## src/rtl/packing_result_bram.sv

```systemverilog
// Packs narrow stream elements into wide words and stores them in an internal
// memory. The memory is read back on a wide, read-only port with one cycle of
// latency. Element k lands in word k/IN_WORD_DATA, lane k%IN_WORD_DATA, which
// is the same mapping the narrow reader uses.
//
// state   | meaning
// --------+--------------------------------------------------------------
// FILL    | accepting elements, packing lanes, flushing full/last words
// DONE    | buffer complete (s_last seen or memory full); waits for clear
module packing_result_bram #(
    parameter int PORT_B_WIDTH = 8,
    parameter int PORT_B_DEPTH = 256,
    parameter int PORT_B_ADDR  = $clog2(PORT_B_DEPTH),
    parameter int PORT_A_WIDTH = 32,
    parameter int IN_WORD_DATA = PORT_A_WIDTH / PORT_B_WIDTH,
    parameter int PORT_A_DEPTH = PORT_B_DEPTH / IN_WORD_DATA,
    parameter int PORT_A_ADDR  = $clog2(PORT_A_DEPTH)
) (
    input  logic                    clk,
    input  logic                    resetn,
    input  logic                    clear,
    input  logic                    s_valid,
    output logic                    s_ready,
    input  logic [PORT_B_WIDTH-1:0] s_data,
    input  logic                    s_last,
    input  logic                    ena,
    input  logic [PORT_A_ADDR-1:0]  addra,
    output logic [PORT_A_WIDTH-1:0] douta,
    output logic                    done,
    output logic [PORT_B_ADDR:0]    count
);

    localparam int LANE_W = (IN_WORD_DATA > 1) ? $clog2(IN_WORD_DATA) : 1;
    localparam logic [LANE_W-1:0]    LANE_LAST = LANE_W'(IN_WORD_DATA - 1);
    localparam logic [PORT_A_ADDR:0] WPTR_LAST = (PORT_A_ADDR + 1)'(PORT_A_DEPTH - 1);

    typedef enum logic {ST_FILL, ST_DONE} state_t;

    state_t                  state_q, state_d;
    logic [LANE_W-1:0]       lane_q, lane_d;
    logic [PORT_A_ADDR:0]    wptr_q, wptr_d;
    logic [PORT_A_WIDTH-1:0] pack_q, pack_d;
    logic [PORT_B_ADDR:0]    count_q, count_d;
    logic [PORT_A_WIDTH-1:0] douta_q, douta_d;
    logic                    ready_en_q;

    logic [PORT_A_WIDTH-1:0] mem [PORT_A_DEPTH];
    logic [PORT_A_WIDTH-1:0] new_word;
    logic                    mem_we;
    logic                    accept;

    // Next-state, packing and write-enable logic.
    always_comb begin
        state_d  = state_q;
        lane_d   = lane_q;
        wptr_d   = wptr_q;
        pack_d   = pack_q;
        count_d  = count_q;
        mem_we   = 1'b0;
        s_ready  = ready_en_q && (state_q == ST_FILL) && !clear;
        accept   = s_valid && s_ready;
        new_word = pack_q;
        new_word[lane_q*PORT_B_WIDTH +: PORT_B_WIDTH] = s_data;

        if (clear) begin
            state_d = ST_FILL;
            lane_d  = '0;
            wptr_d  = '0;
            pack_d  = '0;
            count_d = '0;
        end else if (accept) begin
            count_d = count_q + (PORT_B_ADDR + 1)'(1);
            if (lane_q == LANE_LAST || s_last) begin
                mem_we = 1'b1;
                wptr_d = wptr_q + (PORT_A_ADDR + 1)'(1);
                lane_d = '0;
                pack_d = '0;
                if (s_last || wptr_q == WPTR_LAST)
                    state_d = ST_DONE;
            end else begin
                pack_d = new_word;
                lane_d = lane_q + LANE_W'(1);
            end
        end
    end

    // Read port: hold when not enabled; reads see pre-write contents.
    always_comb begin
        douta_d = douta_q;
        if (ena)
            douta_d = mem[addra];
    end

    // Control and datapath registers.
    always_ff @(posedge clk or negedge resetn) begin
        if (!resetn) begin
            state_q    <= ST_FILL;
            lane_q     <= '0;
            wptr_q     <= '0;
            pack_q     <= '0;
            count_q    <= '0;
            douta_q    <= '0;
            ready_en_q <= 1'b0;
        end else begin
            state_q    <= state_d;
            lane_q     <= lane_d;
            wptr_q     <= wptr_d;
            pack_q     <= pack_d;
            count_q    <= count_d;
            douta_q    <= douta_d;
            ready_en_q <= 1'b1;
        end
    end

    // Word storage; contents survive reset.
    always_ff @(posedge clk) begin
        if (mem_we)
            mem[wptr_q[PORT_A_ADDR-1:0]] <= new_word;
    end

    assign douta = douta_q;
    assign done  = (state_q == ST_DONE);
    assign count = count_q;

endmodule
```

## config.mk

```make
export PLATFORM = sky130hd
export DESIGN_NAME = packing_result_bram
export DESIGN_NICKNAME = d
export VERILOG_FILES = /design/src/rtl/packing_result_bram.sv
export SDC_FILE = /design/constraint.sdc
export NUM_CORES = 2
export LEC_CHECK = 0
export ABC_CLOCK_PERIOD_IN_PS = 11050
export CORE_UTILIZATION = 30
export DETAILED_ROUTE_END_ITERATION = 10
export PLACE_DENSITY_LB_ADDON = 0.12
export SYNTH_ARGS = -nofsm -noshare
export SYNTH_HDL_FRONTEND = slang
export SYNTH_SLANG_ARGS = --single-unit
```

## constraint.sdc

```tcl
create_clock -name clk -period 11.05 [get_ports clk]
set_clock_uncertainty 0.05 [all_clocks]
set_input_delay 1.105 -clock clk [delete_from_list [all_inputs] [get_ports clk]]
set_output_delay 1.105 -clock clk [all_outputs]
set_load 0.03 [all_outputs]
```

=== Word level (Yosys, flattened, before mapping) ===
Memories as Yosys holds them, arrays and structs flattened. A register that Yosys moved wholly into a read port is not among the register bits.
Cells that the tools add are included.

* Shift-type cells: 2
* Reductions and logical operators: 12
* Bitwise operators: 1
* Equality and inequality tests: 2
* Multiplexer cells: 21
* Add/sub/neg operators: 4

{| class="wikitable"
|+ Operator list
! cell !! number
|-
| 2-to-1 mux 32 bit || 3
|-
| negator 5 -> 34 bit || 1
|-
| variable shift 8 x 34 -> 32 bit, first input constant || 1
|-
| variable part select 8 x 34 -> 32 bit || 1
|-
| bitwise mux 32 bit || 1
|-
| 2-to-1 mux 7 bit || 3
|-
| 2-to-1 mux 9 bit || 2
|-
| adder 9 x 1 -> 9 bit, second input constant || 1
|-
| 2-to-1 mux 1 bit || 9
|-
| adder 7 x 1 -> 7 bit, second input constant || 1
|-
| == test 7 x 6 -> 1 bit, second input constant || 1
|-
| 2-to-1 mux 2 bit || 3
|-
| nonzero test 2 bit || 3
|-
| logical AND 1 bit || 3
|-
| AND reduction 3 bit || 1
|-
| adder 2 x 1 -> 2 bit, second input constant || 1
|-
| == test 2 bit, second input constant || 1
|-
| zero test 1 bit || 2
|-
| logical OR 1 bit || 2
|-
| AND reduction 2 bit || 1
|-
| inverter 1 bit || 1
|}

* Bits in registers: 52
* Output and inout bits: 43
* Memories: 1
* Input port bits: 20
* Word-level logic and storage cells: 49
* Bits in writable memories: 2,048

{| class="wikitable"
|+ Memories
! memory !! words !! bits a word !! rd ports !! clocked after Yosys merged registers in !! wr ports !! line !! source
|-
| mem || 64 || 32 || 1 || 1 || 1 || 47 || <nowiki>logic [PORT_A_WIDTH-1:0] mem [PORT_A_DEPTH];</nowiki>
|}

=== Logic depth before layout (Yosys ltp) ===
* Depth in word-level cells: 8
* Mapped depth: 9
* Gate-level depth less buffers: 8

=== Least setup slack after synthesis ===
No wires, ideal clock.

* Kind: input-to-reg
* From: input port clear
* To: memory mem[63][0], enable pin
* Data arrival time: 4.030 ns
* Required time: 10.579 ns
* Setup slack: 6.549 ns
* Stages: 7
* Setup time: 0.421 ns
* Cell sequence: clkbuf_1 nor3b_2 nand2_1 nor3b_2 nand3_1 clkbuf_1 nor2_1

* Longest elaborated chain between the ends: 7

{| class="wikitable"
|+ Ends and longest elaborated chain
! item !! line !! source
|-
| start: declaration || 21 || <nowiki>input logic clear,</nowiki>
|-
| zero test 1 bit || 60 || <nowiki>s_ready = ready_en_q && (state_q == ST_FILL) && !clear;</nowiki>
|-
| logical AND 1 bit || 60 ||
|-
| named net s_ready || 23 || <nowiki>output logic s_ready,</nowiki>
|-
| logical AND 1 bit || 61 || <nowiki>accept = s_valid && s_ready;</nowiki>
|-
| 2-to-1 mux 1 bit || 71 || <nowiki>end else if (accept) begin</nowiki>
|-
| 2-to-1 mux 1 bit || 65 || <nowiki>if (clear) begin</nowiki>
|-
| 2-to-1 mux 1 bit || 117 || <nowiki>if (mem_we)</nowiki>
|-
| 2-to-1 mux 1 bit (implied by the code) || 118 || <nowiki>mem[wptr_q[PORT_A_ADDR-1:0]] <= new_word;</nowiki>
|-
| end: declaration || 47 ||
|}

The timed path passes the listed nets, and every way through them passes these cells.

==> results.json <==
{
  "finalWorstSetupSlack_ns": 6.192,
  "post-cts-setup-buffer-count": 0,
  "pre_cts_slack_ns": 5.265,
  "crit_cells": 8,
  "antenna_found_initial": 21,
  "crit_chain": "buf_8 -> buf_4 -> buf_12 -> mux4_2 -> a22oi_1 -> nand2_1 -> a21oi_1 -> nand2_1",
  "synth-edff-count": 2048,
  "ant_nets": 0,
  "setup_viol": 0,
  "synth_seq_cells": 2132,
  "nets": 4277,
  "slowest_stage": "a21oi_1",
  "dp_hpwl_mm": 142.7,
  "rsz0062_at_grt": "false",
  "reg2reg_from": "lane_q[0]",
  "place_congestion": 0.7633,
  "period_share": 0.4396,
  "vias": 40878,
  "chipHeight_um": 525.3,
  "detail_route.wirelength_mm": 253.3,
  "endpoint": "douta[15]",
  "fin_tns_setup_ns": 0,
  "grt_max_degree": 118,
  "netlist_instances": 4031,
  "viasPerCell": 5.091,
  "insertion_delay_ns": 0.88,
  "placedCellCount": 7592,
  "grt_pass1_vias": 41457,
  "remaining_drc_errors": 0,
  "clk_pin_slew_ns": 0.06,
  "total_power_mw": 17.02,
  "reg2reg_depth": 6,
  "cts_tree": "yes",
  "tightest_slew_ns": 1.331,
  "power_density_nw_per_um2": 177.8,
  "worst-path-buf-inv": 3,
  "critPathRequiredTime_ns": 11.72,
  "initialDrtViolationCount": 4007,
  "grt-ovfl-total": 0,
  "htree_levels": 4,
  "critical_path.most_common_cell": "nand2_1",
  "synth_area_sq_um": 82170,
  "ir_worst_vdd_v": 0.0001679,
  "finalMaxSlewViolations": 0,
  "row_count": 191,
  "start_util": 0.3027,
  "post_drt_wl_per_cell_um": 31.54,
  "final_common_cell": "edfxtp_1",
  "synthFlopType": "edfxtp_1",
  "grt_pass1_wl_mm": 348.2,
  "grt_usage": 0.1809,
  "async_flop_share": 0.03940,
  "cp.arrival_ns": 5.52,
  "p_leak_nw": 32.13,
  "max_stage_delay_ns": 0.83,
  "postCtsHoldBufs": 0,
  "min_path_type": "input port to asynchronous set/reset pin",
  "io_pins": 63,
  "avgSynthCellArea_sq_um": 20.38,
  "dieArea_sq_um": 276000,
  "port_buffers": 62,
  "ys.warnings.count": 0,
  "drive_gt1_frac": 0.2302,
  "critPathMaxFanout": 84,
  "clock.fmax_ghz": 0.2059,
  "drt-pass1-iter-count": 5,
  "fin_cells": 8030,
  "fin_util": 0.3525,
  "fp.coreArea_sq_um": 271500,
  "finalHoldViolCount": 0,
  "cp-start-kind": "input port",
  "cts_sinks": 2132,
  "cts_resized": 0,
  "cp-end-kind": "flip-flop",
  "clock-root-buffer": "clkbuf_16",
  "critPathTopFamily": "buffers and inverters",
  "clk_path_buf_depth": 3,
  "crit_start": "addra[0]",
  "seq_area_frac_synth": 0.7741,
  "layout_common_cells": "edfxtp_1, mux4_2, mux2i_1",
  "crit_type": "input port to flip-flop",
  "synth_cell_types": 52,
  "placed_area_sq_um": 88430,
  "status": "finished clean",
  "period_needed_ns": 4.858,
  "max_cap_violations": 0,
  "r2r_slack_ns": 6.94,
  "area_delta_synth_final_pct": 16.47,
  "die_w_um": 525.3,
  "cts_buffers": 225,
  "r2r_end": "mem[38][1]",
  "holdWs_ns": 0.1744,
  "design_area_sq_um": 95700,
  "relSlewSlack": 0.1124,
  "synth_nets": 4059
}
cell usage after synthesis (2+ instances only):
library cell	instances	area [sq um]
edfxtp_1	2048	61500
mux4_2	352	7928
mux2i_1	256	2562
nor2_1	147	551.8
a22oi_1	128	960.9
nand2_1	118	442.9
buf_2	108	540.5
nor2b_1	104	650.6
clkbuf_1	96	360.4
dfrtp_1	84	2102
a21oi_1	67	335.3
a211oi_1	64	480.5
o22ai_1	63	394.1
o21ai_0	40	200.2
inv_1	36	135.1
a32o_1	33	330.3
nor4_1	33	206.5
o22a_1	32	280.3
o32ai_1	32	280.3
a2111oi_2	31	465.5
mux2_4	31	465.5
o211ai_1	31	232.7
buf_1	11	41.29
buf_4	11	82.58
buf_6	8	90.09
ha_1	8	100.1
nand3_1	7	35.03
xor2_1	7	61.31
nand2b_1	4	25.02
nand4_1	4	25.02
or3_1	4	25.02
and3_1	3	18.77
nand3b_1	3	22.52
nor3_1	3	15.01
and2_1	2	12.51
mux2_2	2	22.52
nand4b_1	2	17.52
nor3b_2	2	25.02
or2_2	2	12.51
xnor2_1	2	17.52
state kept, by name, summed over array words and instances, names as in the netlist:
name        count
mem          2048
lane_q          2
pack_q         32
count           9
ready_en_q      1
wptr_q          7
done            1
douta          32
worst min path at each step:
stage,start,endpoint,slack (ns),depth (start not counted)
after floorplan,pack_q[0],pack_q[0],0.42,1
after global placement,pack_q[20],pack_q[20],0.42,1
after detailed placement,pack_q[25],pack_q[25],0.43,1
after CTS,resetn,wptr_q[6],0.12,1
after global routing,resetn,ready_en_q,0.17,1
final,resetn,wptr_q[6],0.17,1
where the power goes:
part	switching (mW)	leakage (nW)	internal, mW
Sequential	0.0375	21.8	8.82
Combinational	0.481	6.78	0.204
Clock	3.24	3.52	4.23
Total	3.76	32.1	13.3
routing by layer:
| metal | global-route usage | vias up | wire [um] | share of wire |
|---|---|---|---|---|
| met5 | 0 | - | 0 | 0 |
| met4 | 0.04334 | 0 | 5558 | 0.022 |
| met3 | 0.02689 | 275 | 13170 | 0.052 |
| met2 | 0.2897 | 1038 | 119600 | 0.47 |
| met1 | 0.2580 | 22379 | 114900 | 0.45 |
| li1 | - | 17186 | - | - |
cells by family after synthesis:
family	share of synthesized area
flops	0.7741
fa+ha+maj	0.001218
mux	0.1336
other cells	0.00004564
xor+xnor	0.0009594
simple gates	0.02637
buf+inv	0.01521
compound gates	0.04853
cell type report:
class | instances | area, sq um
Antenna cell | 16 | 40.04
Clock buffer | 284 | 5953
Clock inverter | 138 | 1276
Fill cell | 25280 | 175800
Inverter | 36 | 135.1
Multi-Input combinational cell | 1629 | 18290
Sequential cell | 2132 | 63600
Tap cell | 3570 | 4467
Timing Repair Buffer | 225 | 1939
Power figures use the tool's default switching activity.
